<file path="config.mk">
export PLATFORM = sky130hd
export DESIGN_NAME = storage_access_arbiter
export DESIGN_NICKNAME = d
export VERILOG_FILES = /design/src/rtl/storage_access_arbiter.sv
export SDC_FILE = /design/constraint.sdc
export NUM_CORES = 1
export LEC_CHECK = 0
export CAP_MARGIN = 30
export CORE_UTILIZATION = 44
export DETAILED_ROUTE_END_ITERATION = 6
export PLACE_DENSITY = 0.81
export SYNTH_ARGS = -nofsm -noshare
export SYNTH_HDL_FRONTEND = slang
export SYNTH_SLANG_ARGS = --single-unit
</file>
<file path="constraint.sdc">
create_clock -name clk -period 3.5 [get_ports clk]
set_input_delay 0.875 -clock clk [delete_from_list [all_inputs] [get_ports clk]]
set_output_delay 0.875 -clock clk [all_outputs]
set_load 0.01 [all_outputs]
</file>
<file path="src/rtl/storage_access_arbiter.sv">
// Round-robin burst arbiter sharing one single-port storage RAM among page controllers.
// Sequences one RAM access per cycle and steers read data back to the burst owner.
module storage_access_arbiter #(
  parameter int unsigned N_REQ   = 3,
  parameter int unsigned ADDR_W  = 10,
  parameter int unsigned DATA_W  = 16,
  parameter int unsigned LEN_W   = 4,
  parameter int unsigned RAM_LAT = 2
) (
  input  logic                     clk,
  input  logic                     sys_rst,
  input  logic [N_REQ-1:0]         req,
  input  logic [N_REQ-1:0]         we,
  input  logic [N_REQ*ADDR_W-1:0]  addr,
  input  logic [N_REQ*LEN_W-1:0]   len,
  input  logic [N_REQ*DATA_W-1:0]  wdata,
  output logic [N_REQ-1:0]         gnt,
  output logic [N_REQ-1:0]         beat,
  output logic [N_REQ-1:0]         rvalid,
  output logic [DATA_W-1:0]        rdata,
  output logic [N_REQ-1:0]         done,
  output logic [N_REQ-1:0]         abort,
  output logic                     busy,
  output logic                     ram_en,
  output logic                     ram_we,
  output logic [ADDR_W-1:0]        ram_addr,
  output logic [DATA_W-1:0]        ram_wdata,
  input  logic [DATA_W-1:0]        ram_rdata
);

  localparam int unsigned OWN_W = (N_REQ > 1) ? $clog2(N_REQ) : 1;

  typedef enum logic [1:0] {IDLE, BURST, DRAIN} state_t;

  state_t             state;
  logic [OWN_W-1:0]   owner;
  logic [N_REQ-1:0]   own_oh;
  logic [LEN_W-1:0]   len_q;
  logic [LEN_W-1:0]   cnt;
  logic               aborting;
  logic [N_REQ-1:0]   pipe [RAM_LAT];

  logic [ADDR_W-1:0]  addr_a  [N_REQ];
  logic [LEN_W-1:0]   len_a   [N_REQ];
  logic [DATA_W-1:0]  wdata_a [N_REQ];

  logic [OWN_W-1:0]   pick;
  logic [OWN_W-1:0]   cand;
  logic               pick_vld;
  logic [N_REQ-1:0]   pick_oh;
  logic [N_REQ-1:0]   pipe_in;
  logic               pend_low;
  logic               pend_all;

  always_comb begin
    for (int i = 0; i < int'(N_REQ); i++) begin
      addr_a[i]  = addr[i*ADDR_W +: ADDR_W];
      len_a[i]   = len[i*LEN_W +: LEN_W];
      wdata_a[i] = wdata[i*DATA_W +: DATA_W];
    end
  end

  // Round-robin pick starting one past the last owner
  always_comb begin
    pick     = '0;
    cand     = '0;
    pick_vld = 1'b0;
    for (int i = 1; i <= int'(N_REQ); i++) begin
      cand = OWN_W'((32'(owner) + 32'(i)) % N_REQ);
      if (!pick_vld && req[cand]) begin
        pick_vld = 1'b1;
        pick     = cand;
      end
    end
    pick_oh = N_REQ'(1) << pick;
  end

  // Reads still in flight after this edge: below the last stage, and anywhere
  assign pipe_in = ram_we ? '0 : beat;
  always_comb begin
    pend_all = |pipe_in;
    pend_low = (RAM_LAT > 1) && (|pipe_in);
    for (int j = 1; j < int'(RAM_LAT); j++) begin
      pend_all = pend_all | (|pipe[j-1]);
      if (j < int'(RAM_LAT) - 1) pend_low = pend_low | (|pipe[j-1]);
    end
  end

  assign rvalid = pipe[RAM_LAT-1];
  assign rdata  = (|rvalid) ? ram_rdata : '0;

  always_ff @(posedge clk or posedge sys_rst) begin
    if (sys_rst) begin
      state     <= IDLE;
      owner     <= OWN_W'(N_REQ - 1);
      own_oh    <= '0;
      len_q     <= '0;
      cnt       <= '0;
      aborting  <= 1'b0;
      gnt       <= '0;
      beat      <= '0;
      done      <= '0;
      abort     <= '0;
      busy      <= 1'b0;
      ram_en    <= 1'b0;
      ram_we    <= 1'b0;
      ram_addr  <= '0;
      ram_wdata <= '0;
      for (int j = 0; j < int'(RAM_LAT); j++) pipe[j] <= '0;
    end else begin
      gnt    <= '0;
      beat   <= '0;
      done   <= '0;
      abort  <= '0;
      ram_en <= 1'b0;
      pipe[0] <= pipe_in;
      for (int j = 1; j < int'(RAM_LAT); j++) pipe[j] <= pipe[j-1];

      case (state)
        IDLE: begin
          if (pick_vld) begin
            owner     <= pick;
            own_oh    <= pick_oh;
            len_q     <= len_a[pick];
            cnt       <= '0;
            aborting  <= 1'b0;
            gnt       <= pick_oh;
            beat      <= pick_oh;
            busy      <= 1'b1;
            ram_en    <= 1'b1;
            ram_we    <= we[pick];
            ram_addr  <= addr_a[pick];
            ram_wdata <= wdata_a[pick];
            state     <= BURST;
          end
        end
        BURST: begin
          if (cnt == len_q) begin
            ram_we <= 1'b0;
            if (!pend_low) begin
              done  <= own_oh;
              busy  <= 1'b0;
              state <= IDLE;
            end else begin
              state <= DRAIN;
            end
          end else if (!req[owner]) begin
            // Withdrawn: stop issuing, let issued reads return, then abort
            ram_we   <= 1'b0;
            aborting <= 1'b1;
            if (!pend_all) begin
              abort <= own_oh;
              busy  <= 1'b0;
              state <= IDLE;
            end else begin
              state <= DRAIN;
            end
          end else begin
            cnt       <= cnt + LEN_W'(1);
            ram_en    <= 1'b1;
            ram_addr  <= ram_addr + ADDR_W'(1);
            ram_wdata <= wdata_a[owner];
            beat      <= own_oh;
          end
        end
        DRAIN: begin
          if (aborting) begin
            if (!pend_all) begin
              abort <= own_oh;
              busy  <= 1'b0;
              state <= IDLE;
            end
          end else if (!pend_low) begin
            done  <= own_oh;
            busy  <= 1'b0;
            state <= IDLE;
          end
        end
        default: begin
          busy  <= 1'b0;
          state <= IDLE;
        end
      endcase
    end
  end

endmodule

</file>
Word level (Yosys, flattened, before mapping)
Index checks and enable logic that the tools add are counted.

word-level totals
  input port bits = 114
  output and inout port bits = 60
  word-level logic and storage cells = 145
  register bits = 63

cells by class
  reduce and logical (&&, ||, !) cells = 15
  multiplexer cells = 84
  bitwise logic cells = 3
  eq/ne operators = 10
  shifts and indexed selects = 1
  divide/modulo/power cells = 3
  add/subtract/negate cells = 5
  $lt $le $gt $ge = 7

operators by type and width
  kind                                                                   count
  16-bit 2-to-1 mux                                                      8
  32-bit by 2-bit modulo with 32-bit output (second input constant)      3
  16-bit binary-select mux with 2-bit select                             2
  10-bit 2-to-1 mux                                                      5
  3-bit 2-to-1 mux                                                       12
  16-bit case mux with 2 select lines                                    1
  1-bit 2-to-1 mux                                                       23
  2-bit 2-to-1 mux                                                       11
  10-bit binary-select mux with 2-bit select                             1
  4-bit 2-to-1 mux                                                       5
  10-bit case mux with 2 select lines                                    1
  3-bit case mux with 2 select lines                                     3
  2-bit by 3-bit < comparator with 1-bit output (second input constant)  5
  4-bit AND reduction                                                    3
  10-bit by 1-bit adder with 10-bit output (second input constant)       1
  1-bit binary-select mux with 2-bit select                              5
  3-bit inequality test (second input constant)                          3
  3-bit OR reduction                                                     3
  4-bit binary-select mux with 2-bit select                              1
  2-bit inequality test (second input constant)                          4
  4-bit case mux with 2 select lines                                     1
  2-bit by 2-bit adder with 3-bit output (second input constant)         2
  3-bit greater-or-equal comparator (second input constant)              2
  2-bit inverter with 3-bit output                                       2
  16 further kinds                                                       21

Logic depth before layout (Yosys ltp)
  word-level depth = 17
  gate-level depth with buffers = 13
  mapped depth without buffers = 8

Worst setup path after synthesis
Ideal clock, no wire load.

  path type = flip-flop to flip-flop
  start point = reg owner[1]
  end point = reg ram_addr[1]
  slack = 0.355 ns
  data arrival time = 3.062 ns
  clock period less this slack = 3.145 ns
  library setup time = 0.082 ns
  path buffers = 4
  stages on the path, launching flop included = 13
  required time = 3.418 ns
  cells stage by stage = dfstp_2 > buf_1 > buf_2 > inv_1 > ha_1 > buf_2 > mux2i_1 > mux2i_2 > nor4_4 > nor3b_2 > clkbuf_1 > o21ai_0 > o22ai_1

between the ends
  cells in the longest elaborated chain, start to end = 17
  elaborated cells on any way between the ends = 33
  classes of those cells = add/sub: 3; div: 3; eq/ne: 2; mux: 19; bitwise: 1; reduce/logical: 5

RTL lines
  what                                                    line  text
  start: declaration                                      36    logic [OWN_W-1:0] owner;
  start signal: assignment                                95    owner <= OWN_W'(N_REQ - 1);
  start signal: assignment                                122   owner <= pick;
  2-bit by 1-bit adder with 3-bit output                  69    cand = OWN_W'((32'(owner) + 32'(i)) % N_REQ);
  32-bit by 2-bit modulo with 32-bit output               69
  1-bit binary-select mux with 2-bit select               70    if (!pick_vld && req[cand]) begin
  1-bit 2-to-1 mux (implied by the code)                  70
  1-bit 2-to-1 mux                                        70
  1-bit zero test                                         70
  1-bit logical AND                                       70
  1-bit 2-to-1 mux                                        70
  1-bit zero test                                         70
  1-bit logical AND                                       70
  2-bit 2-to-1 mux                                        70
  2-bit inverter with 3-bit output (implied by the code)  132   ram_addr <= addr_a[pick];
  10-bit binary-select mux with 2-bit select              132
  10-bit 2-to-1 mux (implied by the code) (2 in a row)    132
  10-bit 2-to-1 mux                                       121   if (pick_vld) begin
  10-bit case mux with 2 select lines                     119   case (state)
  end signal: assignment                                  132
  end signal: assignment                                  161   ram_addr <= ram_addr + ADDR_W'(1);
  end: declaration                                        26    output logic [ADDR_W-1:0] ram_addr,

Parallel ways exist; a longest one is shown, timed or not. The select of a mux whose other input is x is not followed.
A chain may end at the register's enable or synchronous reset.

Worst setup path after layout
  start point = in req[2]
  end point = reg ram_addr[9]

between the ends
  cells in the longest elaborated chain, start to end = 15
  elaborated cells on any way between the ends = 27
  classes of those cells = eq/ne: 2; mux: 19; bitwise: 1; reduce/logical: 5

RTL lines
  what                                                    line  text
  start: declaration                                      12    input logic [N_REQ-1:0] req,
  1-bit binary-select mux with 2-bit select               70
  1-bit 2-to-1 mux (implied by the code)                  70
  1-bit 2-to-1 mux                                        70
  1-bit zero test                                         70
  1-bit logical AND                                       70
  1-bit 2-to-1 mux                                        70
  1-bit zero test                                         70
  1-bit logical AND                                       70
  2-bit 2-to-1 mux                                        70
  2-bit inverter with 3-bit output (implied by the code)  132
  10-bit binary-select mux with 2-bit select              132
  10-bit 2-to-1 mux (implied by the code) (2 in a row)    132
  10-bit 2-to-1 mux                                       121
  10-bit case mux with 2 select lines                     119

Parallel ways exist; a longest one is shown, timed or not. The select of a mux whose other input is x is not followed.

==> out/qor.txt <==
Outcome - complete, no violations
CTS Sinks - 63
FF-to-FF End - ram_addr[9]
Endpoint, Worst Hold - rvalid[2]
Hold_buf cts - 0
Initial antenna violation count - 0
Adder-cell share of the synthesized area - 0.0292
DP HPWL - 10.9 mm
Cell family with most CP delay - compound AO/OA/AOI/OAI gates
Via count - 4,793
# IOs - 174
Unique masters post-synth - 57
Crit start category - input port
RSZ-0062 raised after global routing - false
GRT overflow - 0
Fmax - 302 MHz
Die Ht - 101 um
Largest cells by area after synthesis - dfrtp_1 36%, o21ai_0 6.6%, mux2i_1 5.1%
Sequential element share of the synthesized area - 0.368
Final period util - 0.947
Reg clk slew, reported paths - 0.08 ns
Initial detailed-routing violation count - 338
Yosys warning total - 0
CP required - 3.70 ns
P&R area growth vs syn - 49.5%
Share of cells above drive strength 1 - 0.0786
Num CTS Buffers - 9
Final setup violation count - 0
CP Cell Sequence - clkdlybuf4s50_1, mux2i_1, o22ai_1, nand2_1, or3_1, o311ai_0, a311oi_1
Vias per cell - 5.97
Number of synthesized register bits - 63
Fin cells - 803
Final hold vios - 0
Synth Flop Type - dfrtp_1
EDFF count, synth - 0
Die ar. - 10,200 um^2
Worst hold start - pipe[5]
Nature of the critical path endpoint - register
Layout Nets - 793
DR WL/cell - 18.6 um
Reg2reg path depth - 7
Maxcap violations - 0
Compound-Gate Fraction of Synth Area - 0.264
Worst VDD drop - 592 uV
LEAKAGE - 2.62 nW
Core Region - 9330 um^2
Tightest Pin Transition - 0.799 ns
TritonCTS clock tree - built
DRC - 0
Slowest cell on the critical path - clkdlybuf4s50_1
Pwr dens - 1000 nW/um^2
R2R setup slack - 0.34 ns
Gr usage total - 0.295
Antenna cells - 0
Tmin final - 3.32 ns
Share of the synthesized area in the top cell type - 0.362
DIE WIDTH - 101 um
Clk root buf - clkbuf_8
Placed cell count - 787
Crit path buffers/inverters - 1
Clock Latency Late Sink - 0.34 ns
Largest net degree at the start of global routing - 36
Hold Crit Depth - 0
Starting Density - 0.460
Row count - 35
Postcts setup bufs - 0
RR Startpoint - owner[1]
Worst slew margin - 0.463
Crit Path Class - input port to register
Final wirelength - 14.9 mm
First-pass GRT wire length - 23.2 mm
Gp weighted congestion - 0.901
Syn Nets - 628
Worst Path Max Fanout - 9
Mapped Cells - 504
1st-pass router iterations - 5
Antenna-violating nets left - 0
Post-synthesis async set-or-reset flop share - 1.00
Post-cts resize count - 0
Vias in the first global route - 4,788
XOR/XNOR share of the synthesized area - 0.00816
Simple-Gate Fraction of Synth Area - 0.215
Arr. time, crit path - 3.51 ns
Synthesized area per cell - 8.52 um^2
Largest family of logic cells by synthesized area - compound AO/OA/AOI/OAI gates
Post-Syn Area - 4290 um^2
Clock Tree Buf Depth - 2
Worst clock skew - 0.0125 ns
Mux contribution to synthesized area - 0.0641
Worst min path class - register to register
TNS Setup - 0 ns
H-tree depth - 3
Slowest cell delay on critical path - 0.57 ns
Port bufs - 173
Fin. max-slew vios - 0
Synth area leader - dfrtp_1
[cells by family after synthesis]
| logic type | count (synthesis) |
|---|---|
| AOI/OAI and AO/OA | 177 |
| xor gates and xnor gates | 4 |
| adders and majority gates | 10 |
| buffers and inverters | 52 |
| DFF | 63 |
| muxes | 26 |
| and+or+nand+nor | 172 |
[flip-flops by register name (all words and copies together), names as in the netlist]
name	cells
pipe	3
rvalid	3
gnt	3
ram_addr	10
cnt	4
own_oh	3
len_q	4
busy	1
owner	2
abort	3
state	2
aborting	1
done	3
beat	3
ram_we	1
ram_wdata	16
ram_en	1
[worst max-delay path by stage]
stage	cells after the start	from	end
after floorplan	12	owner[1]	ram_addr[1]
after global routing	7	req[0]	ram_addr[9]
after detailed placement	7	req[2]	ram_addr[9]
after CTS	7	req[2]	ram_addr[9]
after global placement	7	req[2]	ram_addr[9]
final	7	req[2]	ram_addr[9]
[synth_stat cells, drive strengths merged, types with 2 or more instances]
cell type	count
o311ai	3
a211oi	29
clkbuf	25
a311oi	4
o21ai	57
mux2i	23
or3	3
xnor2	4
a31oi	2
nor3b	3
and2	6
nand2b	2
and3	28
a21o	7
o31ai	7
o21ba	2
nor3	13
nand2	41
a211o	2
buf	14
a22oi	3
mux2	3
nor2	28
nand4	2
o22a	2
o21a	3
inv	13
o22ai	21
o211ai	5
ha	10
dfrtp	62
nand3	9
nand3b	2
nor4	6
a21oi	26
nor2b	22
[layout by cell type, fill, tap and decap left out, types with 4 or more instances in the layout]
master and n:
nor2b_1 22, nor2_1 28, a21oi_1 25, ha_1 10, o211ai_1 5, xnor2_1 4
a311oi_1 4, o31ai_1 6, clkbuf_8 9, and3_1 28, mux2i_1 22, nand3_1 9
inv_1 12, a21o_1 7, o22ai_1 21, nor3_1 12, nand2_1 41, o21ai_0 57
buf_12 4, a211oi_1 29, and2_1 6, dfrtp_1 62, buf_4 16, nor4_1 5
clkdlybuf4s50_1 173
[layout make-up]
class	count	area, um^2
tap	129	161
inverter	13	48.8
timing repair buffer	193	1930
fill	734	2910
clock buffer	9	124
multi-input combinational	389	2490
sequential	63	1580
clock inverter	7	80.1
[worst register-to-register path: cells and delay by family (launching register included)]
kind	cells	cell delay, ns
DFF	1	0.57
buffers and inverters	1	0.35
AOI/OAI and AO/OA	3	1.09
muxes	1	0.17
and+or+nand+nor	2	0.85
[through the flow]
stage,setup WS [ns],power [mW],hold WS (ns),util,area [um^2]
2_1_floorplan,0.355,4.00,0.355,-,4290
3_3_place_gp,0.106,5.56,0.360,0.666,6210
3_5_place_dp,0.0186,5.66,0.369,0.666,6210
4_1_cts,0.360,6.34,0.390,0.688,6420
5_1_grt,0.220,6.84,0.392,0.688,6420
6_report,0.185,6.41,0.386,0.688,6420
[per-layer routing]
| layer | vias to the layer above | share of wire | GRT usage |
|---|---|---|---|
| met3 | 39 | 0.10 | 0.0555 |
| met4 | 0 | 0.023 | 0.130 |
| met1 | 2238 | 0.40 | 0.370 |
| li1 | 2198 | - | - |
| met2 | 318 | 0.48 | 0.495 |
| met5 | - | 0 | 0 |
[power by group]
| part | internal [mW] | switching (mW) |
|---|---|---|
| combinational | 1.94 | 2.49 |
| clock | 0.336 | 0.324 |
| sequential | 1.06 | 0.262 |
| total | 3.34 | 3.08 |
(Power assumes the default switching activity.)
